[src/rtl/uart_collector_if.sv]
// Byte stream handshake between uart_collector and its consumer.
// Carries tdata/tlast/tvalid/tready with AXI-Stream transfer rules.
interface uart_collector_if;
    logic [7:0] tdata;
    logic       tlast;
    logic       tvalid;
    logic       tready;

    modport master (output tdata, output tlast, output tvalid, input tready);
    modport slave  (input tdata, input tlast, input tvalid, output tready);
endinterface

[src/rtl/uart_collector.sv]
// 8N1 UART receiver that reassembles bytes into a first-word-fall-through
// FIFO and presents them as a byte stream, with sticky overflow/framing flags.
module uart_collector #(
    parameter int         CLKS_PER_BIT = 139,
    parameter int         FIFO_DEPTH   = 16,
    parameter logic [7:0] LAST_CHAR    = 8'h0A
) (
    input  logic              i_clk,
    input  logic              i_rst,
    input  logic              i_uart_rx,
    uart_collector_if.master  axis,
    output logic              o_overflow,
    output logic              o_frame_err
);
    localparam int CW = $clog2(CLKS_PER_BIT);
    localparam int AW = $clog2(FIFO_DEPTH);
    localparam logic [CW-1:0] BIT_LAST  = CW'(CLKS_PER_BIT - 1);
    localparam logic [CW-1:0] HALF_LAST = CW'(CLKS_PER_BIT / 2 - 1);
    localparam logic [AW:0]   FULL_XOR  = {1'b1, {AW{1'b0}}};

    typedef enum logic [2:0] {IDLE, START, DATA, STOP, BREAK} state_t;

    state_t        state;
    logic [CW-1:0] cnt;
    logic [2:0]    idx;
    logic          rx_meta, rx_s, rx_prev;
    logic [7:0]    shift;
    logic [AW:0]   wr_ptr, rd_ptr;
    logic [8:0]    mem [FIFO_DEPTH];
    logic [8:0]    head;
    logic          full, empty, stop_good, push, pop;

    assign full      = (wr_ptr ^ rd_ptr) == FULL_XOR;
    assign empty     = (wr_ptr == rd_ptr);
    // A good stop sample is the only push source; a full FIFO drops it even if popped now.
    assign stop_good = (state == STOP) && (cnt == BIT_LAST) && rx_s;
    assign push      = stop_good && !full;
    assign pop       = !empty && axis.tready;

    assign head        = mem[rd_ptr[AW-1:0]];
    assign axis.tdata  = head[7:0];
    assign axis.tlast  = head[8];
    assign axis.tvalid = !empty;

    always_ff @(posedge i_clk) begin
        if (i_rst) begin
            state       <= IDLE;
            cnt         <= '0;
            idx         <= '0;
            rx_meta     <= 1'b1;
            rx_s        <= 1'b1;
            rx_prev     <= 1'b1;
            wr_ptr      <= '0;
            rd_ptr      <= '0;
            o_overflow  <= 1'b0;
            o_frame_err <= 1'b0;
        end else begin
            rx_meta <= i_uart_rx;
            rx_s    <= rx_meta;
            rx_prev <= rx_s;
            if (push) wr_ptr <= wr_ptr + 1'b1;
            if (pop)  rd_ptr <= rd_ptr + 1'b1;
            if (stop_good && full) o_overflow <= 1'b1;

            case (state)
                IDLE: begin
                    if (!rx_s && rx_prev) begin
                        state <= START;
                        cnt   <= '0;
                    end
                end
                START: begin
                    if (cnt == HALF_LAST) begin
                        cnt   <= '0;
                        idx   <= '0;
                        state <= rx_s ? IDLE : DATA;
                    end else begin
                        cnt <= cnt + 1'b1;
                    end
                end
                DATA: begin
                    if (cnt == BIT_LAST) begin
                        cnt <= '0;
                        idx <= idx + 1'b1;
                        if (idx == 3'd7) state <= STOP;
                    end else begin
                        cnt <= cnt + 1'b1;
                    end
                end
                STOP: begin
                    if (cnt == BIT_LAST) begin
                        cnt <= '0;
                        if (rx_s) begin
                            state <= IDLE;
                        end else begin
                            o_frame_err <= 1'b1;
                            state       <= BREAK;
                        end
                    end else begin
                        cnt <= cnt + 1'b1;
                    end
                end
                BREAK: begin
                    if (rx_s) state <= IDLE;
                end
                default: state <= IDLE;
            endcase
        end
    end

    // Bits arrive LSB first, so shift in from the top.
    always_ff @(posedge i_clk) begin
        if (state == DATA && cnt == BIT_LAST) shift <= {rx_s, shift[7:1]};
    end

    always_ff @(posedge i_clk) begin
        if (push) mem[wr_ptr[AW-1:0]] <= {shift == LAST_CHAR, shift};
    end
endmodule
[src/flat_wrapper.sv]
// flat-port wrapper written by rule: the top's interface ports become plain ports
module uart_collector_flat 
#(
    parameter int         CLKS_PER_BIT = 139,
    parameter int         FIFO_DEPTH   = 16,
    parameter logic [7:0] LAST_CHAR    = 8'h0A
)
  (i_clk, i_rst, i_uart_rx, o_overflow, o_frame_err, axis_tdata, axis_tlast, axis_tvalid, axis_tready);
  uart_collector_if axis_i ();
  input  logic i_clk;
  input  logic i_rst;
  input  logic i_uart_rx;
  output logic o_overflow;
  output logic o_frame_err;
  output wire logic [$bits(axis_i.tdata)-1:0] axis_tdata;
  output wire logic [$bits(axis_i.tlast)-1:0] axis_tlast;
  output wire logic [$bits(axis_i.tvalid)-1:0] axis_tvalid;
  input wire logic [$bits(axis_i.tready)-1:0] axis_tready;
  assign axis_tdata = axis_i.tdata;
  assign axis_tlast = axis_i.tlast;
  assign axis_tvalid = axis_i.tvalid;
  assign axis_i.tready = axis_tready;
  uart_collector #(.CLKS_PER_BIT(CLKS_PER_BIT), .FIFO_DEPTH(FIFO_DEPTH), .LAST_CHAR(LAST_CHAR)) u_core (.i_clk(i_clk), .i_rst(i_rst), .i_uart_rx(i_uart_rx), .axis(axis_i), .o_overflow(o_overflow), .o_frame_err(o_frame_err));
endmodule
[config.mk]
export PLATFORM = sky130hd
export DESIGN_NAME = uart_collector_flat
export DESIGN_NICKNAME = d
export VERILOG_FILES = /design/src/rtl/uart_collector_if.sv /design/src/rtl/uart_collector.sv /design/src/flat_wrapper.sv
export SDC_FILE = /design/constraint.sdc
export NUM_CORES = 1
export LEC_CHECK = 0
export CORE_ASPECT_RATIO = 0.7
export CORE_MARGIN = 8
export CORE_UTILIZATION = 66
export CTS_CLUSTER_DIAMETER = 100
export CTS_CLUSTER_SIZE = 20
export DETAILED_ROUTE_END_ITERATION = 10
export HOLD_SLACK_MARGIN = 0.05
export PLACE_DENSITY = 0.94
export SETUP_SLACK_MARGIN = 0.2
export SLEW_MARGIN = 20
export SYNTH_ARGS = -nofsm -noshare
export SYNTH_HDL_FRONTEND = slang
export SYNTH_SLANG_ARGS = --single-unit
[constraint.sdc]
create_clock -name i_clk -period 3.8 [get_ports i_clk]
set_input_delay 0.57 -clock i_clk [delete_from_list [all_inputs] [get_ports i_clk]]
set_output_delay 0.57 -clock i_clk [all_outputs]
set_load 0.1 [all_outputs]
==> impl_metrics.py, run 1 <==
metrics = {
    "clock_tree": {
        "numCtsBuffers": 17,
        "cts_resized": 0,
        "cts-root-buf": "clkbuf_16",
        "h-tree-depth": 4,
        "clock-sinks": 185,
        "cts_setup_buffers": 0,
        "clk_latency_ns": 0.43,
        "clockBufferDepth": 2,
        "ctsHoldBuffers": 0,
        "cts_tree": "yes",
        "cts.clk_slew.worst_paths_ns": 0.07,
    },
    "routing": {
        "wl_um": 17400,
        "antenna_left": 0,
        "drtPass1Iterations": 5,
        "wl_per_cell_um": 27.84,
        "drt_iter0_drc": 626,
        "viasPerCell": 6.874,
        "vias": 4296,
        "drcViolationCount": 0,
    },
    "logic_synthesis": {
        "synth_top_family_by_area": "multiplexers",
        "synth.avg_cell_area_um2": 17.32,
        "yosysTopAreaCell": "edfxtp_1",
        "synth_top_area_share_pct": 59.47,
        "synth_seq_cells": 185,
        "synth_xor_xnor_area_share_pct": 0.6847,
        "synthAdderAreaFrac_pct": 1.630,
        "ys_top_cells_by_count": "edfxtp_1 (152), mux4_2 (45), dfxtp_1 (33), nor2_1 (19), nand2_1 (18)",
        "yosys-top-cells-area": "edfxtp_1 (59%), mux4_2 (13%), dfxtp_1 (8.6%)",
        "synth_compound_area_share_pct": 3.929,
        "yosysUniqueCellTypes": 51,
        "yosys_warnings": 0,
        "synth_edf_count": 152,
        "synth_nets": 457,
        "synth_flop_cell": "edfxtp_1",
        "synth_most_common_cell": "edfxtp_1",
        "syn-instance-count": 443,
        "ys_seq_area_share_pct": 68.08,
        "synthArstFlopShare_pct": 0,
        "muxShareOfSynthArea_pct": 14.92,
        "syn_area_um2": 7675,
        "yosys.area_share.simple_pct": 8.608,
    },
    "sta": {
        "hold_viol": 0,
        "tightestPinTransition_ns": 0.9845,
        "skew_ns": 0.01122,
        "fin_crit_sh_pct": 79.79,
        "relSlewSlack_pct": 34.16,
        "min_period_ns": 3.032,
        "fin_setup_tns_ns": 0,
        "setup_violations": 0,
        "timing.fmax_mhz": 329.8,
        "rsz0062_at_grt": "false",
        "slew_viol_final": 0,
    },
    "finish": {
        "diodes": 0,
        "drive_above_1_share_pct": 25.43,
        "finish.net_count": 469,
        "num-fill-cells": 599,
        "areaGrowthSynthToFinish_pct": 10.45,
    },
    "floorplanning": {
        "fp.coreArea_um2": 11520,
        "dieWidth_um": 144.9,
        "dieArea_um2": 15390,
        "rows": 33,
        "num_io_pins": 16,
        "floorplan.initialDensity_pct": 66.62,
        "die_y_um": 106.2,
    },
    "global_route": {
        "gr-total-overflow": 0,
        "globalRouteTotalUtil_pct": 24.05,
        "grt_max_degree": 37,
        "grt_pass1_wl_um": 26570,
        "antenna_found_initial": 0,
        "grt_pass1_vias": 4297,
    },
    "setup_path": {
        "cp-end-kind": "output pin",
        "crit_required_ns": 3.23,
        "path_cells": "buf_4 > mux4_2 > mux4_2 > buf_4",
        "worstPathMaxFanout": 36,
        "crit_path_max_incr_delay_ns": 0.50,
        "crit_path_start_kind": "flip-flop",
        "crit_type": "flip-flop to output pin",
        "slowest_stage": "mux4_2",
        "crit_arrival_ns": 2.46,
    },
    "run": {
        "cap_violations": 0,
    },
    "power": {
        "p_switching_uw": 789.0,
        "vdd_drop_max_mv": 0.3396,
        "clockPowerShare_pct": 44.0,
        "pwr-share-comb_pct": 0.9,
        "p_total_uw": 3936,
        "seqPwrFrac_pct": 55.1,
        "p_leak_uw": 0.002695,
        "powerDensity_nw_per_um2": 464.3,
        "p_sw_share_pct": 20.05,
        "power.internal_uw": 3147,
    },
    "outcome": {
        "status": "complete, no violations",
    },
    "placed_design": {
        "hpwl_um": 10310,
        "io_buffers": 15,
        "gp_congestion": 0.8276,
    },
    "min_path": {
        "hold_class": "flip-flop to flip-flop",
    },
}
[power by group through the flow]
stage | sequential (uW) | clock [uW] | combinational (uW)
after floorplan | 2210 | 0 | 26.0
after global placement | 2210 | 0 | 31.1
after detailed placement | 2210 | 0 | 33.1
after CTS | 2170 | 1730 | 34.4
after global routing | 2170 | 1810 | 38.0
final | 2170 | 1730 | 34.9
[layout make-up]
cell class | count | area, um^2 | share of cell area, %
Sequential cell | 185 | 5226 | 61.65
Multi-Input combinational cell | 226 | 2292 | 27.04
Clock buffer | 18 | 429.2 | 5.063
Tap cell | 157 | 196.4 | 2.317
Timing Repair Buffer | 18 | 160.2 | 1.889
Clock inverter | 14 | 146.4 | 1.727
Inverter | 7 | 26.28 | 0.3100
[worst paths after layout]
kind,from,end,slack (ns),cells after the start
max,flip-flop,axis_tdata[6],0.77,4
min,u_core.rx_meta$_SDFF_PP1_,u_core.rx_s$_SDFF_PP1_,0.42,1
max reg2reg,u_core.cnt[0]$_SDFFE_PP0P_,u_core.mem[11][3]$_DFFE_PP_,0.83,6
min reg2reg,u_core.rx_meta$_SDFF_PP1_,u_core.rx_s$_SDFF_PP1_,0.42,1
[flip-flops by register name (all words and copies together) (netlist names), named ones only]
| name | cells |
|---|---|
| u_core.mem | 144 |
| u_core.cnt | 8 |
| u_core.shift | 8 |
| u_core.rd_ptr | 5 |
| u_core.wr_ptr | 5 |
| u_core.idx | 3 |
| u_core.state | 3 |
| u_core.o_frame_err | 1 |
| u_core.o_overflow | 1 |
| u_core.rx_meta | 1 |
| u_core.rx_prev | 1 |
| u_core.rx_s | 1 |
[layer usage]
layer	track usage [%]	share of wire, %
met4	7.032	2.1
met3	6.625	8.9
met1	30.69	38
met5	0	0
met2	39.73	51
[through the flow]
step / hold WS (ns) / setup WS, ns / cells / util, % / area, um^2
2_1_floorplan: 0.3895 / 1.216 / 443 / - / 7675
3_3_place_gp: 0.3938 / 1.188 / 593 / 68.52 / 7894
3_5_place_dp: 0.3978 / 1.034 / 593 / 68.52 / 7894
4_1_cts: 0.4204 / 0.7306 / 625 / 73.52 / 8469
5_1_grt: 0.4412 / 0.6744 / 625 / 73.59 / 8477
6_report: 0.4190 / 0.7681 / 625 / 73.59 / 8477
[cell families after synthesis]
family	Yosys count
AO/OA/AOI/OAI	43
XOR/XNOR	6
adder cells (fa/ha/maj)	10
buffers and inverters	32
flip-flops	185
multiplexers	57
AND/OR/NAND/NOR	110
[layout by cell type (no fill, tap or decap), types with 4 or more instances in the layout]
cell type	netlist	final
o22ai_1	5	5
buf_4	4	12
dfxtp_1	33	32
nand4_1	5	5
nand3_1	9	9
mux4_2	45	45
and3_1	11	11
nand2_1	18	18
edfxtp_1	152	152
clkinvlp_4	0	4
and3_2	6	6
nor2b_1	11	11
clkdlybuf4s50_1	0	5
inv_1	7	7
a21oi_1	16	16
ha_1	10	10
nor3_1	5	4
nor2_1	19	18
or2_2	4	4
nor3b_1	4	4
clkbuf_16	0	17
xor2_1	5	5
mux2_2	9	9
[worst max-delay path, delay by kind of cell, from the launching register on]
| kind | cells | cell delay, ns |
|---|---|---|
| mux | 2 | 0.96 |
| buf+inv | 2 | 0.70 |
| flops | 1 | 0.34 |
(Power assumes the default switching activity.)
==> run 2: changes to the inputs <==
- CORE_UTILIZATION: 66 -> 62
- PLACE_DENSITY: 0.94 -> 0.89
- clock period: 3.8 -> 3.16 ns (I/O delays scaled with it)
==> run 2 against run 1 <==
  * Utilization down 3.1 points
  * Wire length down 6.3%
  * Worst hold slack better by 0.0025 ns
  * Non-clock buffer count up 5
  * Clock power up 17%
  * Critical path type unchanged
  * First-iteration DRC count down 32%
  * Clock skew up 0.0021 ns
  * Largest cell class unchanged
  * Setup slack worse by 0.46 ns
  * Die area up 5.6%
  * Via count down 2.7%
  * Sequential share of layout area down 1.1 points
  * Sequential power up 20%
==> impl_metrics.py, run 2 (synthesis results as in run 1) <==
metrics = {
    "outcome": {
        "status": "complete, no violations",
    },
    "run": {
        "cap_violations": 0,
    },
    "clock_tree": {
        "cts-root-buf": "clkbuf_16",
        "cts_resized": 0,
        "numCtsBuffers": 17,
        "clk_latency_ns": 0.43,
        "cts.clk_slew.worst_paths_ns": 0.07,
        "clock-sinks": 185,
        "h-tree-depth": 4,
        "cts_tree": "yes",
        "clockBufferDepth": 2,
    },
    "power": {
        "p_sw_share_pct": 21.37,
        "powerDensity_nw_per_um2": 541.8,
        "clockPowerShare_pct": 43.4,
        "seqPwrFrac_pct": 55.7,
        "p_switching_uw": 999.4,
        "vdd_drop_max_mv": 0.4766,
        "p_leak_uw": 0.002781,
        "pwr-share-comb_pct": 0.9,
        "power.internal_uw": 3678,
    },
    "sta": {
        "slew_viol_final": 0,
        "holdWs_ns": 0.4214,
        "rsz0062_at_grt": "false",
        "min_period_ns": 2.853,
        "fin_crit_sh_pct": 90.29,
        "relSlewSlack_pct": 26.60,
        "hold_viol": 0,
        "timing.fmax_mhz": 350.5,
        "skew_ns": 0.01337,
        "tightestPinTransition_ns": 1.096,
        "fin_setup_tns_ns": 0,
        "setup_violations": 0,
    },
    "min_path": {
        "hold_path_end": "u_core.rx_s$_SDFF_PP1_",
        "hold_start": "u_core.rx_meta$_SDFF_PP1_",
        "hold_class": "flip-flop to flip-flop",
        "min_path_cells": 1,
    },
    "finish": {
        "areaGrowthSynthToFinish_pct": 12.49,
        "layout_commonest_cell": "edfxtp_1",
        "diodes": 0,
        "finish.net_count": 474,
        "largest_register_ffs": 144,
        "num-fill-cells": 735,
        "drive_above_1_share_pct": 26.85,
        "layout_common_cells": "edfxtp_1 (152), mux4_2 (45), dfxtp_1 (32), nor2_1 (19)",
    },
    "placed_design": {
        "gp_congestion": 0.7838,
        "hpwl_um": 10390,
        "io_buffers": 15,
    },
    "routing": {
        "wl_per_cell_um": 25.69,
        "vias": 4182,
        "drtPass1Iterations": 5,
        "viasPerCell": 6.586,
        "antenna_left": 0,
        "drcViolationCount": 0,
        "wl_um": 16310,
        "drt_iter0_drc": 425,
    },
    "setup_path": {
        "crit_path_start_kind": "flip-flop",
        "cpMostUsedCell": "mux4_2",
        "worstPathMaxFanout": 36,
        "ff2ff_setup_slack_ns": 0.48,
        "path_cells": "buf_4 > mux4_2 > mux4_2 > buf_12",
        "reg2reg_depth": 7,
        "crit_path_max_incr_delay_ns": 0.54,
        "reg2reg_to": "u_core.mem[6][4]$_DFFE_PP_",
        "r2r_start": "u_core.cnt[0]$_SDFFE_PP0P_",
        "crit_arrival_ns": 2.38,
        "crit_type": "flip-flop to output pin",
        "slowest_stage": "mux4_2",
        "cp-end-kind": "output pin",
        "crit_required_ns": 2.69,
    },
    "floorplanning": {
        "dieArea_um2": 16250,
        "die_y_um": 109.1,
        "floorplan.initialDensity_pct": 62.64,
        "dieWidth_um": 149.0,
        "fp.coreArea_um2": 12250,
        "num_io_pins": 16,
        "rows": 34,
    },
    "global_route": {
        "grt_pass1_vias": 4205,
        "grt_pass1_wl_um": 24610,
        "globalRouteTotalUtil_pct": 20.87,
        "grt_max_degree": 37,
        "antenna_found_initial": 0,
        "gr-total-overflow": 0,
    },
}
## run 2: metal layers
metal	vias to the layer above	wire length, um	track usage [%]
li1	1803	-	-
met2	210	8373	35.32
met3	31	1252	4.768
met4	0	367	6.820
met1	2138	6319	26.53
met5	-	0	0
## run 2: how the worst max path moves through the flow
stage                                     startpoint                          to  depth (start not counted)
final                                      flip-flop               axis_tdata[6]                          4
after global routing                       flip-flop               axis_tdata[6]                          4
after CTS                                  flip-flop               axis_tdata[6]                          4
after detailed placement  u_core.cnt[0]$_SDFFE_PP0P_  u_core.mem[6][0]$_DFFE_PP_                          7
after global placement    u_core.cnt[0]$_SDFFE_PP0P_  u_core.mem[6][0]$_DFFE_PP_                          7
after floorplan                            flip-flop               axis_tdata[0]                          4
## run 2: final cells by class
cell class	instances	area [um^2]	area share, %
Inverter	7	26.28	0.3043
Timing Repair Buffer	23	322.8	3.739
Sequential cell	185	5226	60.54
Multi-Input combinational cell	226	2285	26.46
Tap cell	162	202.7	2.348
Clock buffer	18	439.2	5.087
Clock inverter	14	131.4	1.522
## run 2: critical path: cells and delay by family, from the launching register on
kind                   cells  cell delay, ns
flip-flops                 1            0.33
buffers and inverters      2            0.64
multiplexers               2            0.96
## run 2: timing repair
| action | 4_1_cts | 5_1_grt |
|---|---|---|
| hold buffers | 0 | 0 |
| buffers inserted | 0 | 0 |
| setup endpoints to repair | 0 | 1 |
## run 2: power groups by stage
stage	registers (uW)	logic (uW)	clock network (uW)
2_1_floorplan	2660	31.2	0
3_3_place_gp	2660	37.7	0
3_5_place_dp	2660	41.1	0
4_1_cts	2610	41.4	2040
5_1_grt	2610	45.2	2140
6_report	2610	42.1	2030
## run 2: per-stage QoR
step	utilization [%]	std cells	total power (uW)	area, um^2	worst slack, ns
2_1_floorplan	-	443	2688	7675	0.6720
3_3_place_gp	65.60	602	2697	8038	0.6415
3_5_place_dp	65.60	602	2701	8038	0.5044
4_1_cts	70.26	634	4685	8608	0.2512
5_1_grt	70.47	635	4794	8633	0.2287
6_report	70.47	635	4678	8633	0.3070
==> run 3: changes to the inputs <==
- SKIP_CTS_REPAIR_TIMING: unset -> 1
==> results of run 3 <==
Final layout, timing and power as in run 2 (identical DEF).
